## src/rtl/window_minmax_tracker_pkg.sv

```systemverilog
// Shared definitions for the window min/max tracker.
//   SAMPLE_W : width of one input sample
//   state_t  : control FSM encoding (IDLE / ACCUM / REPORT)
package window_minmax_tracker_pkg;

    localparam int SAMPLE_W = 4;

    typedef enum logic [1:0] {
        IDLE   = 2'd0,
        ACCUM  = 2'd1,
        REPORT = 2'd2
    } state_t;

endpackage

```

## src/rtl/window_minmax_tracker_comparator.sv

```systemverilog
// 4-bit unsigned magnitude comparator with bit-level ports.
// Ports:
//   a0..a3   : operand A, a0 is the LSB
//   b0..b3   : operand B, b0 is the LSB
//   a_bigger : A > B
//   b_bigger : B > A
//   equals   : A == B
module comparator (
    input  logic a0,
    input  logic a1,
    input  logic a2,
    input  logic a3,
    input  logic b0,
    input  logic b1,
    input  logic b2,
    input  logic b3,
    output logic a_bigger,
    output logic b_bigger,
    output logic equals
);

    logic [3:0] a_vec;
    logic [3:0] b_vec;

    assign a_vec    = {a3, a2, a1, a0};
    assign b_vec    = {b3, b2, b1, b0};
    assign a_bigger = (a_vec > b_vec);
    assign b_bigger = (b_vec > a_vec);
    assign equals   = (a_vec == b_vec);

endmodule

```

## src/rtl/window_minmax_tracker.sv

```systemverilog
// Windowed min/max/repeat tracker.
// Accepts WIN_LEN samples over a valid/ready handshake, tracks the running
// maximum, the running minimum and the number of samples equal to their
// immediate predecessor, then presents one result word over a valid/ready
// output handshake before starting a fresh window.
// Ports:
//   clk, rst    : clock, synchronous active-high reset
//   in_valid    : in_data holds a sample
//   in_ready    : a sample can be accepted this cycle (low while reporting)
//   in_data     : unsigned sample
//   out_valid   : result word is valid
//   out_ready   : downstream takes the result
//   out_max     : window maximum
//   out_min     : window minimum
//   out_eq_cnt  : samples equal to the previous sample of the same window
module window_minmax_tracker
    import window_minmax_tracker_pkg::*;
#(
    parameter int WIN_LEN = 8,
    parameter int CNT_W   = 4
) (
    input  logic                clk,
    input  logic                rst,
    input  logic                in_valid,
    output logic                in_ready,
    input  logic [SAMPLE_W-1:0] in_data,
    output logic                out_valid,
    input  logic                out_ready,
    output logic [SAMPLE_W-1:0] out_max,
    output logic [SAMPLE_W-1:0] out_min,
    output logic [CNT_W-1:0]    out_eq_cnt
);

    localparam logic [CNT_W-1:0] WIN_LAST = CNT_W'(WIN_LEN);

    state_t              state_q, state_d;
    logic [SAMPLE_W-1:0] max_q, max_d;
    logic [SAMPLE_W-1:0] min_q, min_d;
    logic [SAMPLE_W-1:0] prev_q, prev_d;
    logic [CNT_W-1:0]    cnt_q, cnt_d;
    logic [CNT_W-1:0]    eq_q, eq_d;

    logic accept;

    // Comparator bank: index 0 = max, 1 = min, 2 = prev; A is always in_data.
    logic [SAMPLE_W-1:0] cmp_b [3];
    logic [2:0]          cmp_gt;
    logic [2:0]          cmp_lt;
    logic [2:0]          cmp_eq;

    assign cmp_b[0] = max_q;
    assign cmp_b[1] = min_q;
    assign cmp_b[2] = prev_q;

    generate
        for (genvar gi = 0; gi < 3; gi++) begin : g_cmp
            comparator u_cmp (
                .a0       (in_data[0]),
                .a1       (in_data[1]),
                .a2       (in_data[2]),
                .a3       (in_data[3]),
                .b0       (cmp_b[gi][0]),
                .b1       (cmp_b[gi][1]),
                .b2       (cmp_b[gi][2]),
                .b3       (cmp_b[gi][3]),
                .a_bigger (cmp_gt[gi]),
                .b_bigger (cmp_lt[gi]),
                .equals   (cmp_eq[gi])
            );
        end
    endgenerate

    // Each comparator only contributes one flag; the rest are intentionally dropped.
    logic unused_cmp_flags;
    assign unused_cmp_flags = &{1'b0, cmp_gt[2:1], cmp_lt[2], cmp_lt[0], cmp_eq[1:0]};

    assign in_ready  = (state_q != REPORT);
    assign out_valid = (state_q == REPORT);
    assign accept    = in_valid && in_ready;

    assign out_max    = max_q;
    assign out_min    = min_q;
    assign out_eq_cnt = eq_q;

    always_comb begin
        state_d = state_q;
        max_d   = max_q;
        min_d   = min_q;
        prev_d  = prev_q;
        cnt_d   = cnt_q;
        eq_d    = eq_q;
        case (state_q)
            IDLE: begin
                if (accept) begin
                    // First sample of a window seeds every tracker.
                    max_d   = in_data;
                    min_d   = in_data;
                    prev_d  = in_data;
                    eq_d    = '0;
                    cnt_d   = {{(CNT_W-1){1'b0}}, 1'b1};
                    state_d = (WIN_LEN == 1) ? REPORT : ACCUM;
                end
            end
            ACCUM: begin
                if (accept) begin
                    if (cmp_gt[0]) max_d = in_data;
                    if (cmp_lt[1]) min_d = in_data;
                    if (cmp_eq[2]) eq_d  = eq_q + 1'b1;
                    prev_d = in_data;
                    cnt_d  = cnt_q + 1'b1;
                    if (cnt_d == WIN_LAST) state_d = REPORT;
                end
            end
            REPORT: begin
                if (out_ready) state_d = IDLE;
            end
            default: state_d = IDLE;
        endcase
    end

    always_ff @(posedge clk) begin
        if (rst) begin
            state_q <= IDLE;
            max_q   <= '0;
            min_q   <= '0;
            prev_q  <= '0;
            cnt_q   <= '0;
            eq_q    <= '0;
        end else begin
            state_q <= state_d;
            max_q   <= max_d;
            min_q   <= min_d;
            prev_q  <= prev_d;
            cnt_q   <= cnt_d;
            eq_q    <= eq_d;
        end
    end

endmodule

```

## config.mk

```make
export PLATFORM = sky130hd
export DESIGN_NAME = window_minmax_tracker
export DESIGN_NICKNAME = d
export VERILOG_FILES = /design/src/rtl/window_minmax_tracker_pkg.sv /design/src/rtl/window_minmax_tracker_comparator.sv /design/src/rtl/window_minmax_tracker.sv
export SDC_FILE = /design/constraint.sdc
export NUM_CORES = 1
export LEC_CHECK = 0
export ABC_AREA = 1
export CORE_MARGIN = 8
export CORE_UTILIZATION = 35
export CTS_BUF_LIST = sky130_fd_sc_hd__clkbuf_16
export DETAILED_ROUTE_END_ITERATION = 7
export PLACE_DENSITY = 0.62
export SYNTH_ARGS = -nofsm -noshare
export SYNTH_HDL_FRONTEND = slang
export SYNTH_SLANG_ARGS = --single-unit
```

## constraint.sdc

```tcl
create_clock -name clk -period 3.8 [get_ports clk]
set_clock_uncertainty 0.2 [all_clocks]
set_input_delay 0.76 -clock clk [delete_from_list [all_inputs] [get_ports clk]]
set_output_delay 0.76 -clock clk [all_outputs]
set_load 0.01 [all_outputs]
```

==> flow_summary.ini, run 1 <==
[drt]
routed_wl_mm = 2.80
first_iter_violations = 38
drt_pass1_iterations = 4
drc_errors = 0
via_count = 1132
routedWlPerCell_um = 11.1
viasPerCell = 4.47
ant_nets = 0

[place]
dpl.hpwl_mm = 2.07
postPlaceCellArea_mm2 = 0.00151
gp_congestion = 0.830
portBuffers = 21

[synthesis]
yosysSeqAreaShare_pct = 33.1
syn_area_per_cell_um2 = 6.86
yosys.area.top_type = dfxtp_1
syn_nets = 212
synth_seq_cells = 22
ys_types = 24
synth_top_area_share_pct = 33.1
yosys_warnings = 0
synth_area_leaders = dfxtp_1 (33%), nand2_1 (14%), ha_1 (9.4%)
syn_area_mm2 = 0.00133
synthCells = 194

[grt]
grt_first_pass_wirelength_mm = 4.96
overflow = 0
grt_pass1_vias = 1129
grt_usage_pct = 9.79
antenna_found_initial = 0
grt_max_degree = 22

[sta]
worst_pin_slew_ps = 564
max_freq_mhz = 404
maxSlewViolCount = 0
hold_viol_final = 0
hold_ws_ps = 275
fin_crit_sh_pct = 65.2
post-route-min-period_ps = 2480
setup_viol = 0
rsz0062_at_grt = no
slew_headroom_pct = 62.3
tns_ps = 0

[clock_network]
cts_made_buffers = 3
insertion_delay_ps = 260
path_clk_slew_ps = 60
holdBufCountCts = 0
ctsRootBufferMaster = clkbuf_16
clock_path_buffers = 2
cts_setup_buffers = 0
cts_sinks = 22
cts_resized = 0
cts_tree = yes
htree_levels = 1

[floorplanning]
start_util_pct = 36.3
rows = 22
fp.dieH_um = 77.6
die_area_mm2 = 0.00603
io_pins = 22
coreArea_mm2 = 0.00366
die_w_um = 77.6

[cells_and_area]
syn2layout_area_growth_pct = 19.0
postLayoutCoreUtil_pct = 43.2
diodes = 0
drive_gt1_share_pct = 5.85
fill_cells = 392
fin_nets = 225
final_cell_area_mm2 = 0.00158

[min_path]
hold_path_class = register to register

[critical_path]
cp_slowest_stage_delay_ps = 550
crit_top_cell = nand2_1
start_kind = input pin
criticalPathCategory = input pin to register
crit_arrival_ps = 2440
cpMaxStageDelayCell = clkdlybuf4s50_1
worstPathCellList = clkdlybuf4s50_1 -> inv_1 -> ha_1 -> nand2_1 -> nand2_1 -> nand2_1 -> nand2_1 -> nand2_1 -> nand2_1 -> nand2_1 -> nand2_1 -> nand2_1 -> nor2_1
critical_path.max_fanout = 7
cp.required_ps = 3760
end_kind = register

[outcome]
status = completed

[pwr]
p_per_area_mw_per_mm2 = 392
power.leakage_nw = 0.713
ir_drop_v = 0.000273
power.total_mw = 0.620

[job]
max_cap_violations = 0
## layout make-up
type | count | area [um^2] | area share, %
inverter | 27 | 101 | 6.40
sequential | 22 | 440 | 27.8
timing repair buffer | 21 | 210 | 13.3
multi-input combinational | 132 | 696 | 44.0
tap | 48 | 60.1 | 3.79
clock buffer | 3 | 75.1 | 4.74
## state kept, by name, summed over array words and instances (netlist names)
signal,cells
cnt_q,4
out_eq_cnt,4
out_max,4
out_min,4
prev_q,4
state_q,2
## logic make-up after synthesis
kind of cell	synth area share [%]
simple gates	29.7
buf+inv	14.6
compound gates	11.2
flops	33.1
fa+ha+maj	9.41
xor+xnor	1.98
## synthesized netlist by cell type
cell type  number
a211oi_1        1
a21oi_1        15
a21oi_2         3
buf_2           2
buf_4           9
buf_6           1
clkbuf_1        1
dfxtp_1        22
ha_1           10
inv_1          24
inv_2           3
nand2_1        49
nand2_2         1
nand2_4         1
nand3_1        16
nand3b_1        2
nand4_1         1
nor2_1         20
nor2_4          1
o21ai_0         7
o21ai_1         1
or2_1           1
xnor2_1         2
xor2_1          1
## layout by cell type, fill, tap and decap left out, types with 3 or more instances in the layout
master / netlist / layout
nand2_1: 49 / 49
inv_1: 24 / 24
dfxtp_1: 22 / 22
clkdlybuf4s50_1: 0 / 21
nor2_1: 20 / 20
nand3_1: 16 / 16
a21oi_1: 15 / 15
ha_1: 10 / 10
o21ai_0: 7 / 7
inv_2: 3 / 3
a21oi_2: 3 / 3
clkbuf_16: 0 / 3
## layer usage
metal / vias up / track usage [%] / share of wire [%]
met5: - / 0 / 0
met4: 0 / 2.45 / 0.96
met3: 4 / 3.57 / 4.9
met2: 18 / 16.0 / 44
met1: 484 / 11.9 / 50
li1: 626 / - / -
## critical path, delay by kind of cell
kind,cells,cell delay (ps)
adder cells (fa/ha/maj),1,320
buffers and inverters,2,670
AND/OR/NAND/NOR,10,680
## metrics by stage
step | std cells | setup slack (ps)
6_report | 253 | 1320
5_1_grt | 253 | 1110
4_1_cts | 253 | 1330
3_5_place_dp | 250 | 1060
3_3_place_gp | 250 | 1070
2_1_floorplan | 194 | 1800
## power breakdown
part	switching, mW	leakage (nW)	internal [mW]
clock	0.0867	0.0370	0.139
sequential	0.0127	0.181	0.247
combinational	0.0740	0.495	0.0597
total	0.173	0.713	0.446
## worst paths after layout
check	start	end	slack, ps	cells past startpoint
worst max-delay path	in_data[1]	out_min[2]	1320	13
worst min-delay path	prev_q[0]	prev_q[0]	270	2
worst max register to register	state_q[1]	out_eq_cnt[1]	2020	8
worst min register to register	prev_q[0]	prev_q[0]	270	2
(Power assumes the default switching activity.)
==> run 2, diff against run 1 <==
--- a/config.mk
+++ b/config.mk
@@ -10,7 +10,7 @@
 export CORE_UTILIZATION = 35
 export CTS_BUF_LIST = sky130_fd_sc_hd__clkbuf_16
 export DETAILED_ROUTE_END_ITERATION = 7
-export PLACE_DENSITY = 0.62
+export PLACE_DENSITY = 0.64
 export SYNTH_ARGS = -nofsm -noshare
 export SYNTH_HDL_FRONTEND = slang
 export SYNTH_SLANG_ARGS = --single-unit
==> constraint.sdc (replaced) <==
create_clock -name clk -period 2.05 [get_ports clk]
set_clock_uncertainty 0.2 [all_clocks]
set_input_delay 0.41 -clock clk [delete_from_list [all_inputs] [get_ports clk]]
set_output_delay 0.41 -clock clk [all_outputs]
set_load 0.01 [all_outputs]
==> flow_summary.ini, run 2 (synthesized netlist as in run 1, its figures left out) <==
[outcome]
status = completed

[grt]
antenna_found_initial = 0
grt_usage_pct = 9.70
overflow = 0
grt_first_pass_wirelength_mm = 4.97
grt_pass1_vias = 1131
grt_max_degree = 14

[sta]
worst_pin_slew_ps = 317
rsz0062_at_grt = yes
slew_headroom_pct = 78.9
layout_setup_ws_ps = 117
setup_viol = 0
post-route-min-period_ps = 1930
fin_crit_sh_pct = 94.3
hold_viol_final = 0
max_freq_mhz = 517
maxSlewViolCount = 0
hold_ws_ps = 268

[job]
max_cap_violations = 0

[floorplanning]
rows = 22
coreArea_mm2 = 0.00366
fp.dieH_um = 77.6
start_util_pct = 36.3
die_w_um = 77.6
io_pins = 22
die_area_mm2 = 0.00603

[cells_and_area]
diodes = 0
layoutNonFillerInstCount = 268
fill_cells = 358
drive_gt1_share_pct = 15.9
final_cell_area_mm2 = 0.00176
syn2layout_area_growth_pct = 32.1
final_common_cell = nand2_1
final_cell_mix = nand2_1 (46), inv_1 (23), dfxtp_1 (21), nor2_1 (19), clkdlybuf4s50_1 (17)
fin_nets = 239

[clock_network]
cts_sinks = 22
cts_made_buffers = 3
insertion_delay_ps = 250
cts_setup_buffers = 0
cts_tree = yes
path_clk_slew_ps = 60
clock_path_buffers = 2
htree_levels = 1
ctsRootBufferMaster = clkbuf_16

[drt]
routedWlPerCell_um = 10.7
wl_met2_mm = 1.34
first_iter_violations = 67
via_count = 1230
drc_errors = 0
routed_wl_mm = 2.87
top_layer = met3
wl_met1_mm = 1.39
ant_nets = 0
drt_pass1_iterations = 4
viasPerCell = 4.59
wl_met3_um = 140

[place]
dp_cells = 264
postPlaceCellArea_mm2 = 0.00161
pre_cts_ws_ps = -276
dpl.hpwl_mm = 2.14
gp_congestion = 0.778
portBuffers = 21

[critical_path]
startpoint = state_q[1]
end_kind = primary output
start_kind = register
cp.required_ps = 1440
critical_path.max_fanout = 3
regToRegSetupSlack_ps = 420
crit_arrival_ps = 1320
reg2reg_from = out_max[3]
criticalPathCategory = register to primary output

[min_path]
hold_path_class = register to register
hp-start = prev_q[0]

[pwr]
p_per_area_mw_per_mm2 = 748
ir_drop_v = 0.000605
power.leakage_nw = 0.828
-- run 2: worst paths after layout --
| path | endpoint | depth (start not counted) |
|---|---|---|
| worst max register to register | out_max[2] | 9 |
| worst max-delay path | in_ready | 4 |
| worst min register to register | prev_q[0] | 2 |
| worst min-delay path | prev_q[0] | 2 |
-- run 2: timing repair --
item,CTS,global route
setup endpoints to repair,2,11
pin swaps,0,1
hold buffers,0,0
resized for setup,2,11
-- run 2: power breakdown --
| group | switching, mW | total (mW) | internal, mW | leakage [nW] |
|---|---|---|---|---|
| clock network | 0.159 | 0.547 | 0.388 | 0.0511 |
| registers | 0.0251 | 0.484 | 0.459 | 0.182 |
| logic | 0.149 | 0.284 | 0.134 | 0.596 |
| total | 0.333 | 1.31 | 0.981 | 0.828 |
-- run 2: routing by layer --
layer | vias up | GRT usage (%)
met3 | 0 | 3.57
met2 | 22 | 15.8
li1 | 658 | -
met4 | 0 | 1.70
met5 | - | 0
met1 | 550 | 12.0
-- run 2: metrics by stage --
step	setup TNS [ps]	util [%]	power, mW
global placement	-2050	44.1	0.762
detailed placement	-2230	44.1	0.765
global route	-28.9	48.0	1.39
finish	0	48.0	1.31
floorplan	0	-	0.677
CTS	0	47.0	1.32
-- run 2: critical path: stages, from the launching register on --
cell,delay [ps]
dfxtp_2,360
inv_1,70
nor2_2,120
inv_1,50
clkdlybuf4s50_1,470
-- run 2: layout make-up --
class,count,area [um^2],share of cell area [%]
repair buffers,35,322,18.3
flip-flops and latches,22,442,25.1
multi-input cells,132,727,41.4
clock buffers,3,75.1,4.27
well taps,48,60.1,3.42
inverters,27,101,5.77
clock inverters,1,30.0,1.71
==> run 3, diff against run 2 <==
--- a/config.mk
+++ b/config.mk
@@ -11,6 +11,7 @@
 export CTS_BUF_LIST = sky130_fd_sc_hd__clkbuf_16
 export DETAILED_ROUTE_END_ITERATION = 7
 export PLACE_DENSITY = 0.64
+export SLEW_MARGIN = 10
 export SYNTH_ARGS = -nofsm -noshare
 export SYNTH_HDL_FRONTEND = slang
 export SYNTH_SLANG_ARGS = --single-unit
==> results of run 3 <==
Final layout, timing and power as in run 2 (identical DEF).
==> variant: new RTL, config.mk and constraints of run 1 <==
`eq_q` no longer has a reset.
--- a/src/rtl/window_minmax_tracker.sv
+++ b/src/rtl/window_minmax_tracker.sv
@@ -126,5 +126,4 @@
             prev_q  <= '0;
             cnt_q   <= '0;
-            eq_q    <= '0;
         end else begin
             state_q <= state_d;
@@ -133,6 +132,9 @@
             prev_q  <= prev_d;
             cnt_q   <= cnt_d;
-            eq_q    <= eq_d;
         end
+    end
+
+    always_ff @(posedge clk) begin
+        eq_q <= eq_d;
     end
 
Function: differs if rst is asserted again (counterexample within 4 cycles, from zero or initial values and one cycle with rst high); with rst held inactive, the same outputs for 10 cycles.
==> variant against run 1 <==
- sequential cell count unchanged
- synthesized area down 5.2%
- register-to-register slack lost 0.05 ns
- routed wire length shrank 10%
- power is 9.1% higher
- setup slack better by 0.0062 ns
- design area is 1.8% lower
- critical path type unchanged
- largest cell class unchanged
==> variant: results <==
clock_network:
  cts-root-buf: "clkbuf_16"
  ctsHtreeMaxLevel: 1
  ctsResizeCount: 0
  post_cts_buffers: 0
power:
  p_leak_nw: 0.693
  peakVddDrop_uv: 151
  intPower_uw: 517
worst_setup_path:
  rrSetupSlack_ns: 1.97
  crit_start: "in_valid"
  worstReg2RegEnd: "out_eq_cnt[2]"
  crit_path_top_delay_cell: "clkdlybuf4s50_1"
  cp_max_fo: 14
  reg2reg_depth: 7
placement:
  portBuffers: 21
  gp_congestion: 0.786
  preCtsSetupSlack_ns: 1.04
  dp_hpwl_um: 1950
cells_and_area:
  n_antenna_cell: 0
  nets: 202
  drive_gt1_frac: 0.0601
synth:
  synth-edff-count: 4
  synth_fp_nets: 187
  synth_flop_cell: "dfxtp_1"
  synthTopCellsByCount: "37 x nand2_1, 22 x inv_1, 19 x a21oi_1"
  synth_area_leaders: "dfxtp_1 29%, nand2_1 11%, ha_1 9.9%"
  ys_types: 21
  yosysSeqAreaShare: 0.381
routing:
  wl_met1_um: 1220
  drtPass1Iterations: 4
  routed.top_layer: "met4"
  avgViaCountPerCell: 4.56
  dr_wl_met2_um: 1130
  wl_per_cell_um: 10.9
  wl_met3_um: 131
  drt_iter0_drc: 36
hold_path:
  min-delay-start: "prev_q[1]"
  hold_path.class: "reg2reg"
  hold_path_end: "prev_q[1]"
global_route:
  grt_pass1_wl_um: 4460
  grt_max_degree: 15
  grt_antenna_before_repair: 0
  grt_pass1_vias: 1000
  grt_usage: 0.0920
run_status:
  status: "completed"
sta:
  clock.fmax_mhz: 405
  fin_hold_ws_ns: 0.284
  tightest_slew_ns: 0.378
[variant: cell count changes in the layout (fill, tap and decap cells not counted), sizes merged, moves of 4 or more]
| cell | delta |
|---|---|
| dfxtp | -4 |
| edfxtp | +4 |
| inv | -4 |
| nand2 | -10 |
| nand3 | -4 |
| nor2 | -5 |
[variant: cells by family after synthesis]
family | Yosys count | synth area share
flip-flops | 22 | 0.381
AO/OA/AOI/OAI | 28 | 0.116
adder cells (fa/ha/maj) | 10 | 0.0992
AND/OR/NAND/NOR | 70 | 0.235
XOR/XNOR | 5 | 0.0347
buffers and inverters | 34 | 0.134
[variant: how the worst max path moves through the flow]
stage / endpoint / cells after the start
floorplan: out_max[0] / 9
global placement: out_eq_cnt[2] / 7
detailed placement: out_eq_cnt[2] / 7
CTS: out_eq_cnt[2] / 7
global route: out_min[2] / 11
finish: out_eq_cnt[2] / 7
[variant: per-stage QoR]
step	area [um2]	utilization	power, mW	std cells
floorplan	1260	-	0.352	169
global placement	1450	0.408	0.387	227
detailed placement	1450	0.408	0.388	227
CTS	1550	0.438	0.686	231
global route	1550	0.438	0.710	231
finish	1550	0.438	0.676	231
[variant: routing by layer]
metal	vias up	GRT usage
li1	561	-
met2	16	0.141
met3	4	0.0330
met5	-	0
met1	472	0.112
met4	0	0.0412
[variant: area by class of cell]
type / count / area, um2
clock buffer: 3 / 75.1
sequential: 22 / 480
inverter: 23 / 86.3
clock inverter: 1 / 30.0
fill: 350 / 2000
multi-input combinational: 113 / 612
tap: 48 / 60.1
timing repair buffer: 21 / 210
[variant: power groups by stage]
stage	Combinational (mW)	Sequential [mW]	Clock, mW
2_1_floorplan	0.0798	0.272	0
3_3_place_gp	0.114	0.273	0
5_1_grt	0.132	0.271	0.307
3_5_place_dp	0.114	0.273	0
6_report	0.114	0.268	0.294
4_1_cts	0.116	0.268	0.302
[variant: worst max-delay path, delay by kind of cell]
kind | cells | cell delay, ns
AND/OR/NAND/NOR | 4 | 0.45
AO/OA/AOI/OAI | 1 | 0.15
buffers and inverters | 2 | 0.86
